<file path="src/rtl/paddle_move.sv">
// Two-player paddle controller: synchronized, debounced buttons step each paddle centre on a
// periodic movement tick, clamped to [Y_MIN, Y_MAX]. Define PADDLE_AI_EN to drive the right paddle from ballY.
module paddle_move #(
  parameter int unsigned DEBOUNCE_CYCLES = 250000,
  parameter int unsigned MOVE_DIV        = 100000,
  parameter int unsigned STEP            = 4,
  parameter int unsigned Y_MIN           = 95,
  parameter int unsigned Y_MAX           = 455,
  parameter int unsigned Y_START         = 275
) (
  input  logic       clk,
  input  logic       reset,
  input  logic       btnUpL,
  input  logic       btnDnL,
  input  logic       btnUpR,
  input  logic       btnDnR,
`ifdef PADDLE_AI_EN
  input  logic [9:0] ballY,
`endif
  output logic [9:0] yposLeft,
  output logic [9:0] yposRight
);

  localparam int unsigned NB   = 4;
  localparam int unsigned DB_W = (DEBOUNCE_CYCLES > 1) ? $clog2(DEBOUNCE_CYCLES) : 1;
  localparam int unsigned TK_W = (MOVE_DIV > 1) ? $clog2(MOVE_DIV) : 1;

  typedef enum logic [1:0] {DIR_IDLE, DIR_UP, DIR_DOWN} dir_e;

  logic [NB-1:0]   btn_raw;
  logic [NB-1:0]   sync1_q, sync2_q;
  logic [NB-1:0]   db_q;
  logic [DB_W-1:0] db_cnt_q [NB];
  logic [TK_W-1:0] tick_cnt_q;
  logic            tick_c;
  logic            req_up_r, req_dn_r;
  dir_e            dir_l_q, dir_r_q;
  logic [9:0]      y_l_q, y_r_q, y_l_d, y_r_d;

  // bit order: {DnR, UpR, DnL, UpL}
  assign btn_raw = {btnDnR, btnUpR, btnDnL, btnUpL};

  // Two-flop synchronizer for the asynchronous buttons
  always_ff @(posedge clk) begin
    if (reset) begin
      sync1_q <= '0;
      sync2_q <= '0;
    end else begin
      sync1_q <= btn_raw;
      sync2_q <= sync1_q;
    end
  end

  // Per-button debounce: accept a change only after it has persisted long enough
  always_ff @(posedge clk) begin
    if (reset) begin
      db_q <= '0;
      for (int i = 0; i < NB; i++) db_cnt_q[i] <= '0;
    end else begin
      for (int i = 0; i < NB; i++) begin
        if (sync2_q[i] == db_q[i]) begin
          db_cnt_q[i] <= '0;
        end else if (db_cnt_q[i] == DB_W'(DEBOUNCE_CYCLES - 1)) begin
          db_q[i]     <= sync2_q[i];
          db_cnt_q[i] <= '0;
        end else begin
          db_cnt_q[i] <= db_cnt_q[i] + DB_W'(1);
        end
      end
    end
  end

  // Free-running movement tick
  assign tick_c = (tick_cnt_q == TK_W'(MOVE_DIV - 1));

  always_ff @(posedge clk) begin
    if (reset)       tick_cnt_q <= '0;
    else if (tick_c) tick_cnt_q <= '0;
    else             tick_cnt_q <= tick_cnt_q + TK_W'(1);
  end

`ifdef PADDLE_AI_EN
  assign req_up_r = (ballY < y_r_q);
  assign req_dn_r = (ballY > y_r_q);
`else
  assign req_up_r = db_q[2];
  assign req_dn_r = db_q[3];
`endif

  function automatic dir_e decide(input logic up, input logic dn);
    dir_e d;
    d = DIR_IDLE;
    if (up && !dn)      d = DIR_UP;
    else if (dn && !up) d = DIR_DOWN;
    return d;
  endfunction

  // Clamped step at 11 bits so the subtraction can never wrap
  function automatic logic [9:0] next_y(input logic [9:0] y, input dir_e d);
    logic [10:0] y_ext, r;
    y_ext = {1'b0, y};
    r     = y_ext;
    case (d)
      DIR_UP:   r = (y_ext < 11'(Y_MIN) + 11'(STEP)) ? 11'(Y_MIN) : y_ext - 11'(STEP);
      DIR_DOWN: r = (y_ext + 11'(STEP) > 11'(Y_MAX)) ? 11'(Y_MAX) : y_ext + 11'(STEP);
      default:  r = y_ext;
    endcase
    return r[9:0];
  endfunction

  always_comb begin
    y_l_d = y_l_q;
    y_r_d = y_r_q;
    if (tick_c) begin
      y_l_d = next_y(y_l_q, dir_l_q);
      y_r_d = next_y(y_r_q, dir_r_q);
    end
  end

  // Direction FSMs and paddle position registers
  always_ff @(posedge clk) begin
    if (reset) begin
      dir_l_q <= DIR_IDLE;
      dir_r_q <= DIR_IDLE;
      y_l_q   <= 10'(Y_START);
      y_r_q   <= 10'(Y_START);
    end else begin
      dir_l_q <= decide(db_q[0], db_q[1]);
      dir_r_q <= decide(req_up_r, req_dn_r);
      y_l_q   <= y_l_d;
      y_r_q   <= y_r_d;
    end
  end

  assign yposLeft  = y_l_q;
  assign yposRight = y_r_q;

endmodule
</file>
<file path="config.mk">
export PLATFORM = sky130hd
export DESIGN_NAME = paddle_move
export DESIGN_NICKNAME = d
export VERILOG_FILES = /design/src/rtl/paddle_move.sv
export SDC_FILE = /design/constraint.sdc
export NUM_CORES = 1
export LEC_CHECK = 0
export BUFFER_PORTS_ARGS = -buffer_cell sky130_fd_sc_hd__buf_2
export CAP_MARGIN = 30
export CORE_UTILIZATION = 50
export DETAILED_ROUTE_END_ITERATION = 8
export PLACE_DENSITY_LB_ADDON = 0.05
export SETUP_SLACK_MARGIN = 0.05
export SLEW_MARGIN = 10
export SYNTH_ARGS = -nofsm -noshare
export SYNTH_HDL_FRONTEND = slang
export SYNTH_SLANG_ARGS = --single-unit
</file>
<file path="constraint.sdc">
create_clock -name clk -period 2.49 [get_ports clk]
set_input_delay 0.249 -clock clk [delete_from_list [all_inputs] [get_ports clk]]
set_output_delay 0.249 -clock clk [all_outputs]
set_load 0.05 [all_outputs]
</file>
==> load_flow_metrics.sql, run 1 <==
INSERT INTO impl_metrics (metric_group, metric, value, unit) VALUES
('pwr', 'power.clock.fraction', '49.4', '%'),
('timing', 'finalSetupTns', '0', 'ns'),
('placement', 'detailed_place_hpwl', '8.846', 'mm'),
('synth', 'netlist_instances', '697', ''),
('global_route', 'global_routing_s_busiest_layer', 'met2', ''),
('worst_hold_path', 'hold_path_depth', '2', ''),
('layout', 'antenna_cells', '0', ''),
('critical_path', 'crit_type', 'reg -> reg', ''),
('synth', 'synth.area.mux_share', '1.137', '%'),
('layout', 'finalNetCount', '819', ''),
('critical_path', 'worstPathArrival', '2.58', 'ns'),
('critical_path', 'reg2reg_depth', '7', ''),
('die', 'placementRows', '41', ''),
('placement', 'placed_cells', '955', ''),
('global_route', 'largest_net_degree_at_the_start_of_global_routing', '24', ''),
('die', 'die-height', '117.8', 'µm'),
('die', 'die_w', '117.8', 'µm'),
('synth', 'ys_async_sr_fraction', '0', '%'),
('route', 'drt-vias-per-instance', '5.188', ''),
('timing', 'final-setup-viol-count', '0', ''),
('run_status', 'result_of_the_run', 'finished, final reports clean', ''),
('route', 'drt-wirelength-per-cell', '12.62', 'µm'),
('pwr', 'power.share.sequential', '47.9', '%'),
('cts', 'clk_pin_slew_worst_paths', '0.05', 'ns'),
('die', 'die_footprint', '13890', 'µm²'),
('synth', 'synthesis.area', '6710', 'µm²'),
('pwr', 'leakage_power', '2.867', 'nW'),
('timing', 'finalHoldViolCount', '0', ''),
('layout', 'most_frequent_cells_in_the_layout', 'sky130_fd_sc_hd__nor2_1 (124), sky130_fd_sc_hd__edfxtp_1 (72), sky130_fd_sc_hd__conb_1 (72), sky130_fd_sc_hd__xor2_1 (54), sky130_fd_sc_hd__dfxtp_1 (51)', ''),
('critical_path', 'critical_path.startpoint_type', 'flip-flop', ''),
('cts', 'clock-root-buffer', 'sky130_fd_sc_hd__clkbuf_16', ''),
('worst_hold_path', 'worst_hold_path_type', 'in -> reg', ''),
('synth', 'synth_enable_flop_cells', '72', ''),
('synth', 'synth-simple-area-share', '25.47', '%'),
('route', 'count_of_vias_placed_by_the_detailed_router', '5121', ''),
('pwr', 'power_density', '603.1', 'nW/µm²'),
('die', 'initial_utilization', '52.11', '%'),
('global_route', 'globalRouteMet2Util', '31.32', '%'),
('die', 'floorplan.core_area', '12880', 'µm²'),
('timing', 'min_period_over_period', '90.76', '%'),
('synth', 'synth_xor_xnor_area_share', '11.75', '%'),
('layout', 'final-seq-area', '3183', 'µm²'),
('cts', 'cts_tree', 'yes', ''),
('critical_path', 'reg2reg_from', 'yposRight[2]$_SDFFE_PP0P_', ''),
('critical_path', 'worst_path_max_delay_cell', 'sky130_fd_sc_hd__dfxtp_1', ''),
('pwr', 'post-layout-total-power', '4.744', 'mW'),
('global_route', 'first_global_vias', '4924', ''),
('cts', 'numCtsBuffers', '17', ''),
('layout', 'final-instance-count-excl-fill', '987', ''),
('route', 'drt-initial-drc-count', '323', ''),
('route', 'drc', '0', ''),
('synth', 'ys_seq_elements', '123', ''),
('critical_path', 'reg2reg_setup_slack', '0.23', 'ns'),
('critical_path', 'critPathTopFamily', 'compound AO/OA/AOI/OAI gates', ''),
('global_route', 'global_route.overflow_total', '0', ''),
('synth', 'synth_compound_gate_area_share', '8.316', '%'),
('job', 'max_cap_viol_count', '0', ''),
('cts', 'cts.path.max_buffers', '2', ''),
('global_route', 'grtUsageMet3', '4.506', '%'),
('timing', 'grt_setup_unrepaired', 'false', ''),
('timing', 'tightestPinTransition', '0.6869', 'ns'),
('critical_path', 'cells_along_the_critical_path', 'ha_1 > nand3_1 > xnor2_1 > a31oi_2 > a311oi_4 > a22oi_2 > o311ai_2', ''),
('pwr', 'switching_share', '21.35', '%'),
('cts', 'post-cts-setup-buffers', '0', ''),
('timing', 'fin_worst_skew', '0.009926', 'ns'),
('pwr', 'share_comb_of_total_power', '2.7', '%'),
('critical_path', 'crit-reg2reg-capture', 'yposRight[5]$_SDFFE_PP0P_', ''),
('global_route', 'gr-usage-all-layers', '19.37', '%'),
('placement', 'place.gp.congestion', '0.8609', ''),
('synth', 'synth_area_per_cell', '9.627', 'µm²'),
('layout', 'layout-drive-gt1-share', '12.15', '%');
-- cells by family after synthesis --
group	count (synthesis)
compound gates	79
xor+xnor	90
fa+ha+maj	11
buf+inv	51
flops	123
mux	7
other cells	1
simple gates	335
-- power by group through the flow --
stage	clock network [mW]	logic [mW]	registers, mW
global placement	0	0.125	2.31
global route	2.48	0.152	2.28
finish	2.34	0.130	2.27
CTS	2.41	0.129	2.27
floorplan	0	0.108	2.30
detailed placement	0	0.128	2.31
-- flip-flops by register name (all words and copies together) (netlist names) --
| register | flops |
|---|---|
| yposLeft | 9 |
| sync2_q | 4 |
| sync1_q | 4 |
| yposRight | 9 |
| dir_r_q | 2 |
| db_cnt_q | 72 |
| tick_cnt_q | 17 |
| dir_l_q | 2 |
| db_q | 4 |
-- synth_stat cells, drive strengths merged, types with 2 or more instances --
cell | instances | area, µm²
o22ai | 2 | 18.77
o31ai | 4 | 35.03
nor2b | 13 | 81.33
nand2b | 7 | 43.79
nor3b | 7 | 52.55
o21ai | 19 | 95.09
nor2 | 124 | 465.5
dfxtp | 51 | 1021
nand3b | 4 | 30.03
nand2 | 45 | 168.9
o311ai | 2 | 25.03
o211ai | 5 | 37.54
a32oi | 4 | 35.03
and2 | 5 | 33.78
nor3 | 10 | 71.32
and4 | 8 | 70.07
a21oi | 25 | 128.9
edfxtp | 72 | 2162
and3 | 7 | 43.79
nor4 | 12 | 96.34
mux2i | 5 | 50.05
a21o | 2 | 15.01
clkbuf | 8 | 30.03
or2 | 4 | 25.03
xnor2 | 36 | 315.3
nand4 | 24 | 156.4
or4 | 3 | 26.27
xor2 | 54 | 473.0
inv | 22 | 82.58
a31oi | 3 | 25.02
ha | 11 | 137.6
nand3 | 45 | 230.2
or3 | 14 | 87.58
buf | 21 | 141.4
mux2 | 2 | 26.27
-- cell type report --
class | count | area share, %
clock inverter | 9 | 0.7317
inverter | 22 | 1.050
clock buffer | 23 | 6.617
multi-input combinational | 594 | 45.00
timing repair buffer | 44 | 3.404
tap | 172 | 2.736
sequential | 123 | 40.46
-- worst max path at each step --
stage                     cells past startpoint                           end                     startpoint  slack, ns
after floorplan                               9      yposLeft[2]$_SDFFE_PP0P_       yposLeft[2]$_SDFFE_PP0P_       0.06
after global placement                        7  db_cnt_q[1][9]$_SDFFCE_PN0P_  db_cnt_q[1][11]$_SDFFCE_PN0P_       0.27
after CTS                                     7     yposRight[5]$_SDFFE_PP0P_      yposRight[2]$_SDFFE_PP0P_       0.25
after global routing                          7     yposRight[5]$_SDFFE_PP0P_      yposRight[2]$_SDFFE_PP0P_       0.05
after detailed placement                      8      yposLeft[2]$_SDFFE_PP0P_       yposLeft[3]$_SDFFE_PP0P_       0.27
final                                         7     yposRight[5]$_SDFFE_PP0P_      yposRight[2]$_SDFFE_PP0P_       0.23
-- metal layers --
layer  wire, µm  vias to the layer above
met5          0                        -
met4        222                        0
met3        405                       20
met2       6041                       88
met1       5788                     2408
li1           -                     2605
-- metrics by stage --
step           util (%)  cell area (µm²)  setup WS (ns)
2_1_floorplan         -             6977        0.05729
5_1_grt           61.09             7866        0.05288
4_1_cts           61.09             7866         0.2525
3_3_place_gp      56.60             7288         0.2711
3_5_place_dp      56.60             7288         0.2699
6_report          61.09             7866         0.2300
Note: power is estimated with default switching activity, not from simulation.
==> run 2: changes to the inputs <==
==> constraint.sdc (replaced) <==
create_clock -name clk -period 2.8 [get_ports clk]
set_input_delay 0.56 -clock clk [delete_from_list [all_inputs] [get_ports clk]]
set_output_delay 0.56 -clock clk [all_outputs]
set_load 0.05 [all_outputs]
==> load_flow_metrics.sql, run 2 (same netlist as run 1, synthesis figures left out) <==
INSERT INTO impl_metrics (metric_group, metric, value, unit) VALUES
('run_status', 'result_of_the_run', 'finished, final reports clean', ''),
('layout', 'max_flop_register', 'db_cnt_q', ''),
('worst_hold_path', 'worst_hold_startpoint', 'btnDnL', ''),
('route', 'drt.antenna.violating_nets', '0', ''),
('route', 'drt-vias-per-instance', '5.206', ''),
('timing', 'finalSetupTns', '0', 'ns'),
('pwr', 'power.clock.fraction', '48.2', '%'),
('cts', 'post-cts-setup-buffers', '0', ''),
('placement', 'detailed_place_hpwl', '8.827', 'mm'),
('critical_path', 'crit_type', 'reg -> reg', ''),
('pwr', 'peak_supply_drop', '0.4542', 'mV'),
('timing', 'finalHoldViolCount', '0', ''),
('placement', 'input_output_buffers', '25', ''),
('layout', 'multiInputGateArea', '3540', 'µm²'),
('die', 'floorplan.core_area', '12880', 'µm²'),
('timing', 'fin_worst_skew', '0.005188', 'ns'),
('pwr', 'share_comb_of_total_power', '2.8', '%'),
('timing', 'final-max-slew-violation-count', '0', ''),
('global_route', 'grt_first_pass_wirelength', '21.67', 'mm'),
('layout', 'finalNetCount', '806', ''),
('pwr', 'switching_share', '22.52', '%'),
('global_route', 'first_global_vias', '4796', ''),
('timing', 'tightestPinTransition', '0.6714', 'ns'),
('cts', 'clkSinkCount', '123', ''),
('route', 'drt-wirelength-per-cell', '12.89', 'µm'),
('die', 'die_footprint', '13890', 'µm²'),
('layout', 'top_flop_regs', 'db_cnt_q (72), tick_cnt_q (17)', ''),
('job', 'max_cap_viol_count', '0', ''),
('layout', 'area_growth_syn_to_layout', '15.23', '%'),
('cts', 'post_cts_resized', '0', ''),
('critical_path', 'reg2reg_from', 'yposLeft[2]$_SDFFE_PP0P_', ''),
('layout', 'mostFrequentLayoutCell', 'sky130_fd_sc_hd__nor2_1', ''),
('route', 'drc', '0', ''),
('die', 'die-height', '117.8', 'µm'),
('cts', 'cts_tree', 'yes', ''),
('route', 'drt_total_wl', '12.55', 'mm'),
('cts', 'postCtsHoldBufs', '0', ''),
('critical_path', 'critical_path_required', '3.08', 'ns'),
('critical_path', 'critPathTopFamily', 'compound AO/OA/AOI/OAI gates', ''),
('die', 'placementRows', '41', ''),
('timing', 'slew_headroom', '54.83', '%'),
('pwr', 'leakage_power', '2.793', 'nW'),
('timing', 'grt_setup_unrepaired', 'false', ''),
('route', 'drt-initial-drc-count', '330', ''),
('route', 'count_of_vias_placed_by_the_detailed_router', '5071', ''),
('route', 'dr.pass1.iters', '4', ''),
('cts', 'clock-root-buffer', 'sky130_fd_sc_hd__clkbuf_16', ''),
('pwr', 'power_density', '533.1', 'nW/µm²'),
('die', 'die_w', '117.8', 'µm'),
('timing', 'min_period_over_period', '85.99', '%'),
('cts', 'cts-htree-levels', '4', ''),
('pwr', 'switching_power', '0.9283', 'mW'),
('die', 'io_pins', '26', ''),
('critical_path', 'critical_path.max_fanout', '11', ''),
('timing', 'finalHoldWorstSlack', '0.3592', 'ns'),
('layout', 'layout-drive-gt1-share', '10.85', '%'),
('global_route', 'gr-usage-all-layers', '19.24', '%'),
('critical_path', 'cells_along_the_critical_path', 'ha_1 > nand2_1 > o31ai_2 > a32oi_1 > or3_1 > o22ai_2 > o211a_1 > a211oi_2', ''),
('layout', 'antenna_cells', '0', ''),
('critical_path', 'startpoint_of_the_most_critical_setup_path', 'yposLeft[2]$_SDFFE_PP0P_', ''),
('global_route', 'global_route.overflow_total', '0', ''),
('worst_hold_path', 'worst_hold_path_type', 'in -> reg', ''),
('timing', 'layout_setup_ws', '0.3923', 'ns'),
('pwr', 'power.share.sequential', '49.0', '%'),
('cts', 'numCtsBuffers', '17', ''),
('layout', 'fillCellCount', '1136', ''),
('cts', 'cts.path.max_buffers', '2', ''),
('critical_path', 'timing.critical_path.slowest_cell_delay', '0.50', 'ns'),
('layout', 'largest_reg_flops', '72', ''),
('placement', 'worst_setup_timing_slack_at_the_placement_stage', '0.4151', 'ns'),
('critical_path', 'worst_path_buffer_plus_inverter_count', '0', ''),
('cts', 'clk_pin_slew_worst_paths', '0.06', 'ns'),
('critical_path', 'worst_path_max_delay_cell', 'sky130_fd_sc_hd__dfxtp_1', ''),
('critical_path', 'worstPathArrival', '2.69', 'ns'),
('pwr', 'p_int', '3.194', 'mW'),
('placement', 'placedInstanceArea', '7191', 'µm²'),
('layout', 'final_cell_area', '7732', 'µm²'),
('timing', 'fmax', '415.3', 'MHz'),
('timing', 'final-setup-viol-count', '0', ''),
('placement', 'place.gp.congestion', '0.8638', ''),
('layout', 'most_frequent_cells_in_the_layout', 'sky130_fd_sc_hd__nor2_1 (124), sky130_fd_sc_hd__edfxtp_1 (72), sky130_fd_sc_hd__conb_1 (72), sky130_fd_sc_hd__xor2_1 (54), sky130_fd_sc_hd__dfxtp_1 (51)', ''),
('critical_path', 'end_kind', 'flip-flop', ''),
('timing', 'period_minus_slack', '2.408', 'ns'),
('critical_path', 'critical_path.startpoint_type', 'flip-flop', ''),
('cts', 'clkLatencyLatePin', '0.41', 'ns'),
('layout', 'final-seq-area', '3183', 'µm²'),
('global_route', 'largest_net_degree_at_the_start_of_global_routing', '27', ''),
('die', 'initial_utilization', '52.11', '%'),
('global_route', 'grt_antenna_before_repair', '0', '');
## run 2: path summary, 6_finish.rpt
check             cells past startpoint                  endpoint  slack, ns
setup / recovery                      8  yposLeft[2]$_SDFFE_PP0P_       0.39
hold / removal                        2     sync1_q[1]$_SDFF_PP0_       0.36
setup reg to reg                      8  yposLeft[2]$_SDFFE_PP0P_       0.39
hold reg to reg                       1     sync2_q[0]$_SDFF_PP0_       0.44
## run 2: power groups by stage
| stage | Sequential, mW | Combinational [mW] | Clock, mW |
|---|---|---|---|
| floorplan | 2.04 | 0.0959 | 0 |
| global route | 2.03 | 0.131 | 2.11 |
| CTS | 2.02 | 0.113 | 2.03 |
| global placement | 2.05 | 0.110 | 0 |
| detailed placement | 2.06 | 0.111 | 0 |
| finish | 2.02 | 0.114 | 1.99 |
## run 2: metrics by stage
step / utilization (%) / total power [mW] / instances
after global placement: 55.84 / 2.164 / 942
final: 60.05 / 4.122 / 974
after CTS: 60.05 / 4.162 / 974
after global routing: 60.05 / 4.265 / 974
after detailed placement: 55.84 / 2.169 / 942
after floorplan: - / 2.139 / 768
## run 2: final cells by class
type                            count  area share, %
Clock buffer                       18          5.825
Clock inverter                     14          1.181
Inverter                           22          1.068
Multi-Input combinational cell    594          45.78
Sequential cell                   123          41.16
Tap cell                          172          2.783
Timing Repair Buffer               31          2.201
## run 2: metal layers
metal	share of wire, %	global-route usage (%)	vias to the layer above
met2	49	32.83	78
met3	3.0	4.070	16
met4	1.5	8.253	0
met5	0	0	-
li1	-	-	2588
met1	46	23.41	2389
==> run 3: changes to the inputs <==
- ABC_AREA: default -> 1
==> load_flow_metrics.sql, run 3 <==
INSERT INTO impl_metrics (metric_group, metric, value, unit) VALUES
('die', 'die-height', '120.3', 'µm'),
('die', 'die_footprint', '14470', 'µm²'),
('critical_path', 'reg2reg_setup_slack', '0.69', 'ns'),
('cts', 'post_cts_resized', '0', ''),
('cts', 'cts-htree-levels', '4', ''),
('cts', 'clkSinkCount', '123', ''),
('synth', 'synth.area.mux_share', '0', '%'),
('synth', 'synth-simple-area-share', '30.40', '%'),
('synth', 'netlist_instances', '846', ''),
('die', 'placementRows', '42', ''),
('synth', 'synth_enable_flop_cells', '72', ''),
('critical_path', 'critical_path.max_fanout', '16', ''),
('route', 'drt.antenna.violating_nets', '0', ''),
('route', 'drt-vias-per-instance', '4.959', ''),
('synth', 'post_synth_main_area_contributors', 'sky130_fd_sc_hd__edfxtp_1 (31%), sky130_fd_sc_hd__dfxtp_1 (15%), sky130_fd_sc_hd__nand2_1 (7.6%)', ''),
('cts', 'cts_tree', 'yes', ''),
('timing', 'final-max-slew-violation-count', '0', ''),
('timing', 'min_period_over_period', '75.46', '%'),
('layout', 'finalNetCount', '966', ''),
('synth', 'synthFlopType', 'sky130_fd_sc_hd__edfxtp_1', ''),
('critical_path', 'worst_path_buffer_plus_inverter_count', '1', ''),
('critical_path', 'reg2reg_depth', '8', ''),
('synth', 'synth_largest_type_area_fraction', '30.90', '%'),
('placement', 'placed_cells', '1106', ''),
('timing', 'finalSetupTns', '0', 'ns'),
('cts', 'clock-root-buffer', 'sky130_fd_sc_hd__clkbuf_16', ''),
('route', 'dr.pass1.iters', '5', ''),
('route', 'drt_total_wl', '13.45', 'mm'),
('global_route', 'global_route.overflow_total', '0', ''),
('critical_path', 'end_kind', 'flip-flop', ''),
('synth', 'area_share_of_fa_ha_maj_cells_after_synthesis', '1.967', '%'),
('die', 'floorplan.core_area', '13450', 'µm²'),
('layout', 'final-instance-count-excl-fill', '1138', ''),
('timing', 'final-setup-viol-count', '0', ''),
('worst_hold_path', 'worst_hold_path_type', 'in -> reg', ''),
('layout', 'antenna_cells', '0', ''),
('die', 'die_w', '120.3', 'µm'),
('route', 'count_of_vias_placed_by_the_detailed_router', '5643', ''),
('critical_path', 'worstPathArrival', '2.27', 'ns'),
('timing', 'slew_headroom', '63.51', '%'),
('synth', 'ys_seq_elements', '123', ''),
('pwr', 'peak_supply_drop', '0.4459', 'mV'),
('global_route', 'grt_antenna_before_repair', '0', ''),
('timing', 'period_minus_slack', '2.113', 'ns'),
('layout', 'mostFrequentLayoutCell', 'sky130_fd_sc_hd__nand2_1', ''),
('cts', 'cts.path.max_buffers', '2', ''),
('route', 'drc', '0', ''),
('global_route', 'gr-usage-all-layers', '20.09', '%'),
('cts', 'clkLatencyLatePin', '0.41', 'ns'),
('critical_path', 'crit-reg2reg-capture', 'db_cnt_q[0][12]$_SDFFCE_PN0P_', ''),
('synth', 'seq_area_frac_synth', '45.49', '%'),
('run_status', 'result_of_the_run', 'finished, final reports clean', ''),
('synth', 'yosys-top-cells-count', 'sky130_fd_sc_hd__nand2_1 (141), sky130_fd_sc_hd__inv_1 (111), sky130_fd_sc_hd__nor2_1 (100), sky130_fd_sc_hd__edfxtp_1 (72), sky130_fd_sc_hd__dfxtp_1 (51)', ''),
('timing', 'layout_setup_ws', '0.6870', 'ns'),
('timing', 'finalHoldWorstSlack', '0.3710', 'ns'),
('die', 'initial_utilization', '52.01', '%'),
('layout', 'fillCellCount', '1232', ''),
('critical_path', 'critical_path.startpoint_type', 'flip-flop', ''),
('timing', 'fmax', '473.3', 'MHz'),
('cts', 'post-cts-setup-buffers', '0', ''),
('timing', 'grt_setup_unrepaired', 'false', ''),
('global_route', 'largest_net_degree_at_the_start_of_global_routing', '22', ''),
('layout', 'area_growth_syn_to_layout', '15.33', '%'),
('route', 'drt-wirelength-per-cell', '11.82', 'µm'),
('global_route', 'grt_first_pass_wirelength', '23.43', 'mm'),
('pwr', 'leakage_power', '3.259', 'nW'),
('timing', 'tightestPinTransition', '0.5460', 'ns'),
('critical_path', 'cp_common_cell', 'sky130_fd_sc_hd__nand2_1', ''),
('synth', 'ys_async_sr_fraction', '0', '%'),
('placement', 'worst_setup_timing_slack_at_the_placement_stage', '0.6634', 'ns'),
('critical_path', 'cells_along_the_critical_path', 'ha_1 > nand4_1 > nor4_1 > nand2_1 > nand2_1 > inv_1 > o21ai_1 > a21oi_1', ''),
('placement', 'detailed_place_hpwl', '10.09', 'mm'),
('cts', 'clk_pin_slew_worst_paths', '0.05', 'ns'),
('worst_hold_path', 'hold_path_depth', '3', ''),
('die', 'io_pins', '26', ''),
('layout', 'top_flop_regs', 'db_cnt_q (72), tick_cnt_q (17)', ''),
('placement', 'input_output_buffers', '25', ''),
('timing', 'fin_worst_skew', '0.007244', 'ns'),
('layout', 'final_core_utilization', '59.98', '%'),
('critical_path', 'timing.critical_path.slowest_cell_delay', '0.42', 'ns'),
('worst_hold_path', 'timing.hold.worst_endpoint', 'sync1_q[3]$_SDFF_PP0_', ''),
('synth', 'yosys.cell_count.top_type', 'sky130_fd_sc_hd__nand2_1', ''),
('critical_path', 'worst_path_max_delay_cell', 'sky130_fd_sc_hd__nand2_1', ''),
('layout', 'most_frequent_cells_in_the_layout', 'sky130_fd_sc_hd__nand2_1 (141), sky130_fd_sc_hd__inv_1 (111), sky130_fd_sc_hd__nor2_1 (100), sky130_fd_sc_hd__edfxtp_1 (72), sky130_fd_sc_hd__conb_1 (72)', ''),
('critical_path', 'reg2reg_from', 'db_cnt_q[0][0]$_SDFFCE_PN0P_', ''),
('synth', 'combinational_family_with_the_most_area_after_synthesis', 'simple AND/OR/NAND/NOR gates', ''),
('critical_path', 'critPathTopFamily', 'simple AND/OR/NAND/NOR gates', ''),
('critical_path', 'critical_path_required', '2.96', 'ns'),
('timing', 'finalHoldViolCount', '0', ''),
('synth', 'synth_area_per_cell', '8.270', 'µm²'),
('layout', 'max_flop_register', 'db_cnt_q', ''),
('cts', 'postCtsHoldBufs', '0', ''),
('global_route', 'first_global_vias', '5299', ''),
('synth', 'synth_compound_gate_area_share', '8.834', '%'),
('route', 'drt-initial-drc-count', '424', ''),
('synth', 'synth_xor_xnor_area_share', '5.258', '%'),
('job', 'max_cap_viol_count', '0', ''),
('synth', 'yosys_warnings', '0', ''),
('synth', 'yosysTopAreaCell', 'sky130_fd_sc_hd__edfxtp_1', ''),
('critical_path', 'crit_type', 'reg -> reg', ''),
('layout', 'largest_reg_flops', '72', ''),
('cts', 'numCtsBuffers', '17', ''),
('placement', 'place.gp.congestion', '0.8600', ''),
('pwr', 'power_density', '506.1', 'nW/µm²'),
('layout', 'layout-drive-gt1-share', '13.51', '%'),
('synth', 'synth.distinct_cells', '47', ''),
('synth', 'synthesis.area', '6997', 'µm²'),
('worst_hold_path', 'worst_hold_startpoint', 'btnDnR', '');
run 3: cell types whose count changed after synthesis, sizes merged, moves of 8 or more:
cell,previous run,this run
nand2,45,149
o21ai,19,47
xor2,54,31
and4,8,0
buf,21,11
nor3,10,37
inv,22,122
nor2b,13,0
xnor2,36,11
or3,14,0
a21oi,25,48
run 3: how the worst max path moves through the flow:
stage | startpoint | cells past startpoint | endpoint | slack, ns
global route | db_cnt_q[0][0]$_SDFFCE_PN0P_ | 8 | db_cnt_q[0][10]$_SDFFCE_PN0P_ | 0.42
finish | db_cnt_q[0][0]$_SDFFCE_PN0P_ | 8 | db_cnt_q[0][12]$_SDFFCE_PN0P_ | 0.69
CTS | db_cnt_q[0][0]$_SDFFCE_PN0P_ | 8 | db_cnt_q[0][12]$_SDFFCE_PN0P_ | 0.66
detailed placement | db_cnt_q[0][0]$_SDFFCE_PN0P_ | 8 | db_cnt_q[0][12]$_SDFFCE_PN0P_ | 0.66
floorplan | yposLeft[2]$_SDFFE_PP0P_ | 10 | yposLeft[2]$_SDFFE_PP0P_ | 0.77
global placement | db_cnt_q[0][0]$_SDFFCE_PN0P_ | 8 | db_cnt_q[0][10]$_SDFFCE_PN0P_ | 0.77
run 3: worst reg2reg max path, delay by kind of cell, from the launching register on:
family                     cells  cell delay (ns)
AOI/OAI and AO/OA              2             0.18
adders and majority gates      1             0.21
buffers and inverters          1             0.15
DFF                            1             0.39
and+or+nand+nor                4             0.94
run 3: report_power, final:
group / total, mW / switching [mW] / internal [mW]
registers: 2.02 / 0.0485 / 1.97
clock network: 1.93 / 0.747 / 1.19
logic: 0.133 / 0.0902 / 0.0426
total: 4.08 / 0.886 / 3.20
run 3: cell type report:
cell class	count	area [µm²]	area share [%]
clock buffer	23	478.0	5.923
clock inverter	9	46.29	0.5737
inverter	124	465.4	5.768
multi-input combinational	654	3521	43.63
sequential	123	3183	39.45
tap	176	220.2	2.729
timing repair buffer	29	155.1	1.923
run 3: logic make-up after synthesis:
family,count (synthesis)
and+or+nand+nor,415
buffers and inverters,140
DFF,123
AOI/OAI and AO/OA,114
xor gates and xnor gates,42
adders and majority gates,11
other,1
run 3: through the flow:
stage / instance area [µm²] / total power [mW]
floorplan: 7263 / 2.146
global placement: 7545 / 2.179
detailed placement: 7545 / 2.184
CTS: 8069 / 4.129
global route: 8069 / 4.246
finish: 8069 / 4.084
run 3: routing by layer:
metal | GRT usage (%) | vias to the layer above | share of wire (%)
li1 | - | 2951 | -
met1 | 26.01 | 2583 | 48
met2 | 32.44 | 92 | 47
met3 | 4.481 | 17 | 3.2
met4 | 8.333 | 0 | 1.8
met5 | 0 | - | 0
